[src/rtl/mindfocus_pkg.sv]
// State codes and default timing shared by the mindfocus control blocks.
// The codes also drive db_estado for the hexa7seg debug display.
package mindfocus_pkg;

    typedef enum logic [3:0] {
        INICIAL = 4'd0,
        PREPARA = 4'd1,
        ACESO   = 4'd2,
        APAGADO = 4'd3,
        PROXIMO = 4'd4,
        FIM     = 4'd5
    } estado_t;

    localparam int T_ACESO_PADRAO   = 500;
    localparam int T_APAGADO_PADRAO = 250;
    localparam int TMR_W_PADRAO     = 16;

endpackage

[src/rtl/contador_tmr.sv]
// Up-counter for LED on/off pacing. It holds at the terminal value instead of
// wrapping, so fim stays asserted until the counter is cleared.
module contador_tmr #(
    parameter int TMR_W = 16
) (
    input  logic             clock,
    input  logic             reset,
    input  logic             zera,
    input  logic             conta,
    input  logic [TMR_W-1:0] terminal,
    output logic             fim
);

    logic [TMR_W-1:0] valor_q, valor_d;

    assign fim = (valor_q == terminal);

    always_comb begin
        valor_d = valor_q;
        if (zera) begin
            valor_d = '0;
        end else if (conta && !fim) begin
            valor_d = valor_q + TMR_W'(1);
        end
    end

    always_ff @(posedge clock or negedge reset) begin
        if (!reset) begin
            valor_q <= '0;
        end else begin
            valor_q <= valor_d;
        end
    end

endmodule

[src/rtl/controle_exibicao_sequencia.sv]
// Plays the stored sequence back on the LEDs: one lit window and one dark gap
// per item, stepping the datapath address until it reaches the round's limit.
module controle_exibicao_sequencia
    import mindfocus_pkg::*;
#(
    parameter int T_ACESO   = T_ACESO_PADRAO,
    parameter int T_APAGADO = T_APAGADO_PADRAO,
    parameter int TMR_W     = TMR_W_PADRAO
) (
    input  logic       clock,
    input  logic       reset,
    input  logic       iniciar,
    input  logic       cancelar,
    input  logic       enderecoIgualLimite,
    output logic       zeraE,
    output logic       contaE,
    output logic       mostra_leds,
    output logic       ocupado,
    output logic       pronto,
    output logic [3:0] db_estado
);

    localparam logic [TMR_W-1:0] TERM_ACESO   = TMR_W'(T_ACESO - 1);
    localparam logic [TMR_W-1:0] TERM_APAGADO = TMR_W'(T_APAGADO - 1);

    estado_t          estado_q, estado_d;
    logic             tmr_zera, tmr_conta, tmr_fim;
    logic [TMR_W-1:0] tmr_terminal;

    // A single timer serves both phases; only its terminal value changes.
    assign tmr_terminal = (estado_q == APAGADO) ? TERM_APAGADO : TERM_ACESO;

    contador_tmr #(
        .TMR_W(TMR_W)
    ) u_tmr (
        .clock   (clock),
        .reset   (reset),
        .zera    (tmr_zera),
        .conta   (tmr_conta),
        .terminal(tmr_terminal),
        .fim     (tmr_fim)
    );

    always_ff @(posedge clock or negedge reset) begin
        if (!reset) begin
            estado_q <= INICIAL;
        end else begin
            estado_q <= estado_d;
        end
    end

    always_comb begin
        estado_d  = estado_q;
        tmr_zera  = 1'b0;
        tmr_conta = 1'b0;
        case (estado_q)
            INICIAL: begin
                tmr_zera = 1'b1;
                if (iniciar) estado_d = PREPARA;
            end
            PREPARA: begin
                tmr_zera = 1'b1;
                estado_d = ACESO;
            end
            ACESO: begin
                tmr_conta = 1'b1;
                if (tmr_fim) begin
                    tmr_zera = 1'b1;
                    estado_d = APAGADO;
                end
            end
            APAGADO: begin
                tmr_conta = 1'b1;
                if (tmr_fim) begin
                    tmr_zera = 1'b1;
                    estado_d = enderecoIgualLimite ? FIM : PROXIMO;
                end
            end
            PROXIMO: estado_d = ACESO;
            FIM:     estado_d = INICIAL;
            default: begin
                tmr_zera = 1'b1;
                estado_d = INICIAL;
            end
        endcase
        // Abort overrides any terminal-count transition taken above.
        if (cancelar && (estado_q != INICIAL)) begin
            estado_d  = INICIAL;
            tmr_zera  = 1'b1;
            tmr_conta = 1'b0;
        end
    end

    always_comb begin
        zeraE       = (estado_q == PREPARA);
        contaE      = (estado_q == PROXIMO);
        mostra_leds = (estado_q == ACESO);
        pronto      = (estado_q == FIM);
        ocupado     = (estado_q != INICIAL);
        db_estado   = estado_q;
    end

endmodule

[config.mk]
export PLATFORM = sky130hd
export DESIGN_NAME = controle_exibicao_sequencia
export DESIGN_NICKNAME = d
export VERILOG_FILES = /design/src/rtl/mindfocus_pkg.sv /design/src/rtl/contador_tmr.sv /design/src/rtl/controle_exibicao_sequencia.sv
export SDC_FILE = /design/constraint.sdc
export NUM_CORES = 1
export LEC_CHECK = 0
export ABC_CLOCK_PERIOD_IN_PS = 4800
export BUFFER_PORTS_ARGS = -buffer_cell sky130_fd_sc_hd__buf_4
export CORE_MARGIN = 1
export CORE_UTILIZATION = 31
export CTS_BUF_LIST = sky130_fd_sc_hd__clkbuf_8
export DETAILED_ROUTE_END_ITERATION = 16
export HOLD_SLACK_MARGIN = 0.05
export PLACE_DENSITY_LB_ADDON = 0.05
export SLEW_MARGIN = 0
export SYNTH_ARGS = -nofsm -noshare
export SYNTH_HDL_FRONTEND = slang
export SYNTH_SLANG_ARGS = --single-unit
[constraint.sdc]
create_clock -name clock -period 4.8 [get_ports clock]
set_clock_uncertainty 0.2 [all_clocks]
set_input_delay 0.48 -clock clock [delete_from_list [all_inputs] [get_ports clock]]
set_output_delay 0.48 -clock clock [all_outputs]
set_load 0.1 [all_outputs]
==> metrics.csv, run 1 <==
metric;value;unit
syn_to_final_growth;16.1;%
dp_hpwl;1750;microns
yosysMostFrequentCell;dfrtp_1;
synth_top_area_share;42.8;%
dieArea;3830;sq um
finalHoldViolations;0;
grt_overflow;0;
outcome;complete, no violations;
busiest_layer;met2;
hp-start;cancelar;
tightest_slew;1.26;ns
synth_commonest_cells;dfrtp_1 (19), nor2_1 (9), o21ai_0 (9), a21oi_1 (8), xnor2_1 (8);
path_cells;nor4_1 -> nand4_1 -> o21ai_1 -> mux2_2;
drc;0;
initial_core_util;32.8;%
ys.flop_type;dfrtp_1;
rsz0062_at_grt;no;
critPathTopFamily;compound AO/OA/AOI/OAI gates;
p_leak;0.510;nW
synth_area_per_cell;9.18;sq um
netlist_area;1110;sq um
slowest_delay;0.99;ns
root_buffer;clkbuf_8;
grt_pass1_wl;4150;microns
seq_area_frac_synth;42.8;%
gp_congestion;0.741;
cts_setup_buffers;0;
cp-end-kind;register;
nFillCells;353;
yosys_warnings;0;
cts_made_buffers;3;
nets;139;
drive_above_1_share;18.2;%
vdd_ir_drop_max;0.138;mV
min_to;db_estado[1]$_DFFE_PN0P_;
finalSetupViolCount;0;
synthCells;121;
maxSlewHeadroom;15.6;%
route.vias.total;940;
min_path_cells;4;
clkLatencyLatePin;0.26;ns
synth_edf_count;0;
synth_area_leaders;dfrtp_1 (43%), xnor2_1 (6.3%), o21ai_0 (4.1%), a21oi_1 (3.6%), nor3b_1 (3.4%);
core;3390;sq um
cts.path.max_buffers;2;
drv_cap;0;
stdcell_count;178;
ctsHoldBuffers;1;
io_buffers;12;
grt_util_all_layers;15.4;%
antenna_found_initial;0;
fmax;380;MHz
pin_count;14;
syn-num-nets;127;
cts-resized-gates;0;
r2r_end;db_estado[0]$_DFFE_PN0P_;
reg2reg_depth;4;
finalWirelength;2590;microns
slew_violations;0;
grt_pass1_vias;887;
met2_usage;25.8;%
hp-class;input port to register;
first_pass_iters;4;
clk_pin_slew;0.08;ns
ys_ff_latch;19;
tns;0;ns
period_needed;2.63;ns
r2r_start;u_tmr.valor_q[2]$_DFFE_PN0P_;
r2r_slack;2.17;ns
post-route-util;38.1;%
cts.sinks;19;
drt.antenna.violating_nets;0;
use_met3;4.35;%
placedCellCount;173;
crit_fanout;17;
path_class;register to register;
dr.first_iter.drc_count;55;
yosysTopAreaCell;dfrtp_1;
cpMaxStageDelayCell;o21ai_1;
cts_max_level;1;
diodes;0;
grtUsageMet1;19.5;%
setup_ws;2.17;ns
grt_max_degree;20;
die_h;61.9;microns
final.period_utilization;54.8;%
wl_per_cell;14.5;microns
worstPathArrival;2.58;ns
die_x;61.9;microns
cts_tree;done;
path_buf_inv;0;
ys_types;37;
p_per_area;412;nW/um^2
synth-async-reset-ratio;100;%
start_kind;register;
rows;21;
viasPerCell;5.28;
pre_cts_slack;2.17;ns
cp.required;4.75;ns
worst max-delay path by stage:
stage | depth (start not counted) | slack (ns) | from | end
after floorplan | 2 | 0.67 | db_estado[0]$_DFFE_PN0P_ | zeraE
after global placement | 4 | 2.26 | u_tmr.valor_q[2]$_DFFE_PN0P_ | db_estado[0]$_DFFE_PN0P_
after detailed placement | 4 | 2.17 | u_tmr.valor_q[2]$_DFFE_PN0P_ | db_estado[0]$_DFFE_PN0P_
after CTS | 4 | 2.18 | u_tmr.valor_q[2]$_DFFE_PN0P_ | db_estado[0]$_DFFE_PN0P_
after global routing | 4 | 1.95 | u_tmr.valor_q[2]$_DFFE_PN0P_ | db_estado[0]$_DFFE_PN0P_
final | 4 | 2.17 | u_tmr.valor_q[2]$_DFFE_PN0P_ | db_estado[0]$_DFFE_PN0P_
state kept, by name, summed over array words and instances, names as in the netlist:
register,cells
u_tmr.valor_q,16
db_estado,3
per-stage QoR:
step           total power (W)  hold slack (ns)  cell area (sq um)
2_1_floorplan         0.000375          -0.0156               1110
3_3_place_gp          0.000420            0.174               1230
3_5_place_dp          0.000419            0.174               1230
4_1_cts               0.000540            0.344               1290
5_1_grt               0.000559            0.362               1290
6_report              0.000531            0.350               1290
logic make-up (layout without fill, tap and decap cells):
family	after synthesis	count (layout)	share of synthesized area (%)
simple gates	54	54	30.4
compound gates	25	25	12.8
flops	19	19	42.8
buf+inv	11	22	4.28
xor+xnor	8	8	6.31
mux	2	2	1.91
fa+ha+maj	1	1	1.13
other cells	1	1	0.338
where the power goes:
group | internal (W) | leakage, nW | total, W | switching, W
sequential | 0.000168 | 0.263 | 0.000189 | 0.0000211
combinational | 0.0000470 | 0.222 | 0.000225 | 0.000178
clock | 0.0000578 | 0.0255 | 0.000116 | 0.0000583
total | 0.000273 | 0.510 | 0.000531 | 0.000258
cell type report:
type	count	area, sq um	share of cell area (%)
clock buffer	3	41.3	3.20
sequential	19	475	36.9
tap	46	57.6	4.46
inverter	4	15.0	1.16
timing repair buffer	14	108	8.34
clock inverter	1	5.00	0.388
multi-input combinational	91	588	45.6
layer usage:
metal / routed length [microns] / vias up
met5: 0 / -
met4: 19 / 0
met3: 102 / 2
met2: 1260 / 20
met1: 1210 / 457
li1: - / 461
worst reg2reg max path: cells and delay by family (launching register included):
family,cells,cell delay (ns)
AO/OA/AOI/OAI,1,0.99
AND/OR/NAND/NOR,2,0.47
flip-flops,1,0.44
multiplexers,1,0.43
cells in the final DEF (no fill, tap or decap), types with 2 or more instances in the layout:
cell,Yosys,layout
nor2_1,9,9
nor4_1,3,3
nor3b_1,5,5
buf_4,1,13
xnor2_1,8,8
nor4b_1,2,2
nand2_1,7,7
or4_4,2,2
a22oi_1,4,4
o21ai_0,9,9
a21oi_1,8,8
clkbuf_8,0,3
or3_1,6,6
inv_1,4,4
nand3b_1,2,2
nand3_1,3,3
dfrtp_1,19,19
nand4_1,3,3
nand2b_1,3,3
Note: power is estimated with default switching activity, not from simulation.
==> run 2: changes to the inputs <==
--- a/config.mk
+++ b/config.mk
@@ -5,7 +5,8 @@
 export SDC_FILE = /design/constraint.sdc
 export NUM_CORES = 1
 export LEC_CHECK = 0
-export ABC_CLOCK_PERIOD_IN_PS = 4800
+export ABC_AREA = 1
+export ABC_CLOCK_PERIOD_IN_PS = 2400
 export BUFFER_PORTS_ARGS = -buffer_cell sky130_fd_sc_hd__buf_4
 export CORE_MARGIN = 1
 export CORE_UTILIZATION = 31
==> constraint.sdc (replaced) <==
create_clock -name clock -period 2.4 [get_ports clock]
set_clock_uncertainty 0.2 [all_clocks]
set_input_delay 0.24 -clock clock [delete_from_list [all_inputs] [get_ports clock]]
set_output_delay 0.24 -clock clock [all_outputs]
set_load 0.1 [all_outputs]
==> run 2 against run 1 <==
Net effect:
- cell count rose by 21%
- utilization rose by 0.48 points
- die area rose by 8.1%
- sequential cell count did not move
- largest cell class unchanged
- highest routed layer unchanged
==> metrics.csv, run 2 <==
metric;value;unit;change
route.vias.total;981;;+4.4%
die_h;64.3;microns;+4.0%
maxSlewHeadroom;64.3;%;+49 points
grt_overflow;0;;unchanged
synth_commonest_cells;nand2_1 (32), dfrtp_1 (19), inv_1 (18), nor2_1 (17), nor2_2 (15);;
period_needed;1.98;ns;-0.652 ns
path_class;register to register;;
antenna_found_initial;0;;unchanged
nets;174;;+25%
cts.sinks;19;;unchanged
yosys_warnings;0;;unchanged
register_area;479;sq um;+0.79%
grt_pass1_wl;4550;microns;+9.5%
finalHoldViolations;0;;unchanged
cp-end-kind;register;;
cp.required;2.33;ns;-2.42 ns
synthCells;153;;+26%
worstPathArrival;1.90;ns;-0.68 ns
vdd_ir_drop_max;0.396;mV;+190%
final.period_utilization;82.3;%;+28 points
rsz0062_at_grt;no;;
grt_util_all_layers;14.4;%;-0.94 points
tightest_slew;0.534;ns;-0.723 ns
initial_core_util;32.6;%;-0.15 points
layout_common_cells;nand2_1 (32), inv_1 (18), nor2_1 (16), dfrtp_1 (16), nor2_2 (15);;
seq_area_frac_synth;39.5;%;-3.3 points
synth_area_leaders;dfrtp_1 (40%), nand2_1 (10%), nor2_2 (7.8%), inv_1 (5.6%), nor2_1 (5.3%);;
clkLatencyLatePin;0.26;ns;about the same
syn_to_final_growth;18.1;%;
cts_tree;done;;
finalWirelength;2510;microns;-3.0%
dp_hpwl;1890;microns;+7.8%
yosysMostFrequentCell;nand2_1;;
drive_above_1_share;29.9;%;+12 points
p_leak;0.634;nW;+24%
ys_types;27;;-27%
ys.flop_type;dfrtp_1;;
cts_max_level;1;;unchanged
cts.path.max_buffers;2;;unchanged
dr.first_iter.drc_count;59;;+7.3%
outcome;complete, no violations;;
post-route-util;38.5;%;+0.48 points
finalPower;0.00139;W;+160%
start_kind;register;;
drv_cap;0;;unchanged
clk_pin_slew;0.07;ns;about the same
yosysTopAreaCell;dfrtp_1;;
top_register;u_tmr.valor_q;;
grt_pass1_vias;969;;+9.2%
grt_max_degree;20;;unchanged
finalSetupViolCount;0;;unchanged
synth_area_per_cell;7.87;sq um;-14%
core;3690;sq um;+8.8%
die_x;64.3;microns;+4.0%
cts_made_buffers;3;;unchanged
netlist_area;1200;sq um;+8.3%
rows;22;;+4.8%
synth_edf_count;0;;unchanged
slew_violations;0;;unchanged
synth-async-reset-ratio;100;%;unchanged
largest_reg_flops;16;;unchanged
synth_top_area_share;39.5;%;-3.3 points
cts-resized-gates;0;;unchanged
drt.antenna.violating_nets;0;;unchanged
gp_congestion;0.772;;+4.2%
hp-class;input port to register;;
root_buffer;clkbuf_8;;
layout_commonest_cell;nand2_1;;
tns;0;ns;unchanged
pin_count;14;;unchanged
multi_input_comb_area;653;sq um;+11%
diodes;0;;unchanged
first_pass_iters;4;;unchanged
ctsHoldBuffers;1;;unchanged
fmax;506;MHz;+33%
nFillCells;396;;+12%
wl_per_cell;11.7;microns;-20%
crit_fanout;13;;-4
syn-num-nets;159;;+25%
drc;0;;unchanged
viasPerCell;4.56;;-14%
p_per_area;976;nW/um^2;+140%
ys_ff_latch;19;;unchanged
cts_setup_buffers;0;;unchanged
dieArea;4140;sq um;+8.1%
io_buffers;12;;unchanged
[run 2: changes by cell type after synthesis, moves of 5 or more]
cell,change
a21oi_1,-7
inv_1,+14
nand2_1,+25
nor2_1,+8
nor2_2,+15
nor3b_1,-5
or3_1,-6
xnor2_1,-6
xor2_1,+7
[run 2: path summary, 6_finish.rpt]
path	from	slack, ns	depth (start not counted)	end
min reg2reg	u_tmr.valor_q[15]$_DFFE_PN0P_	0.36	2	u_tmr.valor_q[15]$_DFFE_PN0P_
max reg2reg	db_estado[2]$_DFFE_PN0P_	0.42	6	u_tmr.valor_q[10]$_DFFE_PN0P_
min	iniciar	0.07	3	db_estado[1]$_DFFE_PN0P_
min in group asynchronous	reset	0.20	2	db_estado[1]$_DFFE_PN0P_
max in group asynchronous	reset	1.58	2	db_estado[2]$_DFFE_PN0P_
max	db_estado[2]$_DFFE_PN0P_	0.42	6	u_tmr.valor_q[10]$_DFFE_PN0P_
[run 2: per-layer routing]
layer  up-vias  wire length [microns]  global-route usage (%)
li1        510                      -                       -
met1       447                   1290                    20.6
met5         -                      0                       0
met2        19                   1080                    21.1
met3         5                     97                    2.32
met4         0                     44                    6.67
[run 2: final cells by class]
class | instances | area share (%)
repair buffers | 13 | 7.04
clock inverters | 1 | 0.352
flip-flops and latches | 19 | 33.7
inverters | 22 | 5.81
well taps | 48 | 4.23
clock buffers | 3 | 2.90
multi-input cells | 109 | 46.0
[run 2: kinds of logic (layout without fill, tap and decap cells)]
| family | after synthesis | count (layout) | share of synthesized area, % |
|---|---|---|---|
| compound gates | 10 | 10 | 5.51 |
| xor+xnor | 9 | 9 | 6.55 |
| fa+ha+maj | 1 | 1 | 1.04 |
| buf+inv | 25 | 39 | 9.67 |
| flops | 19 | 19 | 39.5 |
| other cells | 1 | 1 | 0.312 |
| simple gates | 88 | 88 | 37.4 |
[run 2: stage by stage]
stage          hold slack, ns  instance area (sq um)  std cells  setup slack, ns
2_1_floorplan          -0.256                   1250        153           0.0845
3_3_place_gp          -0.0635                   1370        210            0.500
3_5_place_dp          -0.0633                   1370        210            0.440
4_1_cts                0.0762                   1420        215            0.410
5_1_grt                0.0756                   1420        215            0.213
6_report               0.0719                   1420        215            0.424
[run 2: critical path, cell delays in order, from the launching register on]
cell	delay [ns]
dfrtp_2	0.46
inv_2	0.14
nand3_1	0.12
o21ai_1	0.18
nand3_2	0.16
a21boi_4	0.48
nor2_1	0.10
[run 2: power by group]
| part | total, W | internal [W] | switching [W] |
|---|---|---|---|
| Sequential | 0.000423 | 0.000353 | 0.0000709 |
| Combinational | 0.000736 | 0.000150 | 0.000586 |
| Clock | 0.000227 | 0.000116 | 0.000112 |
| Total | 0.00139 | 0.000618 | 0.000769 |
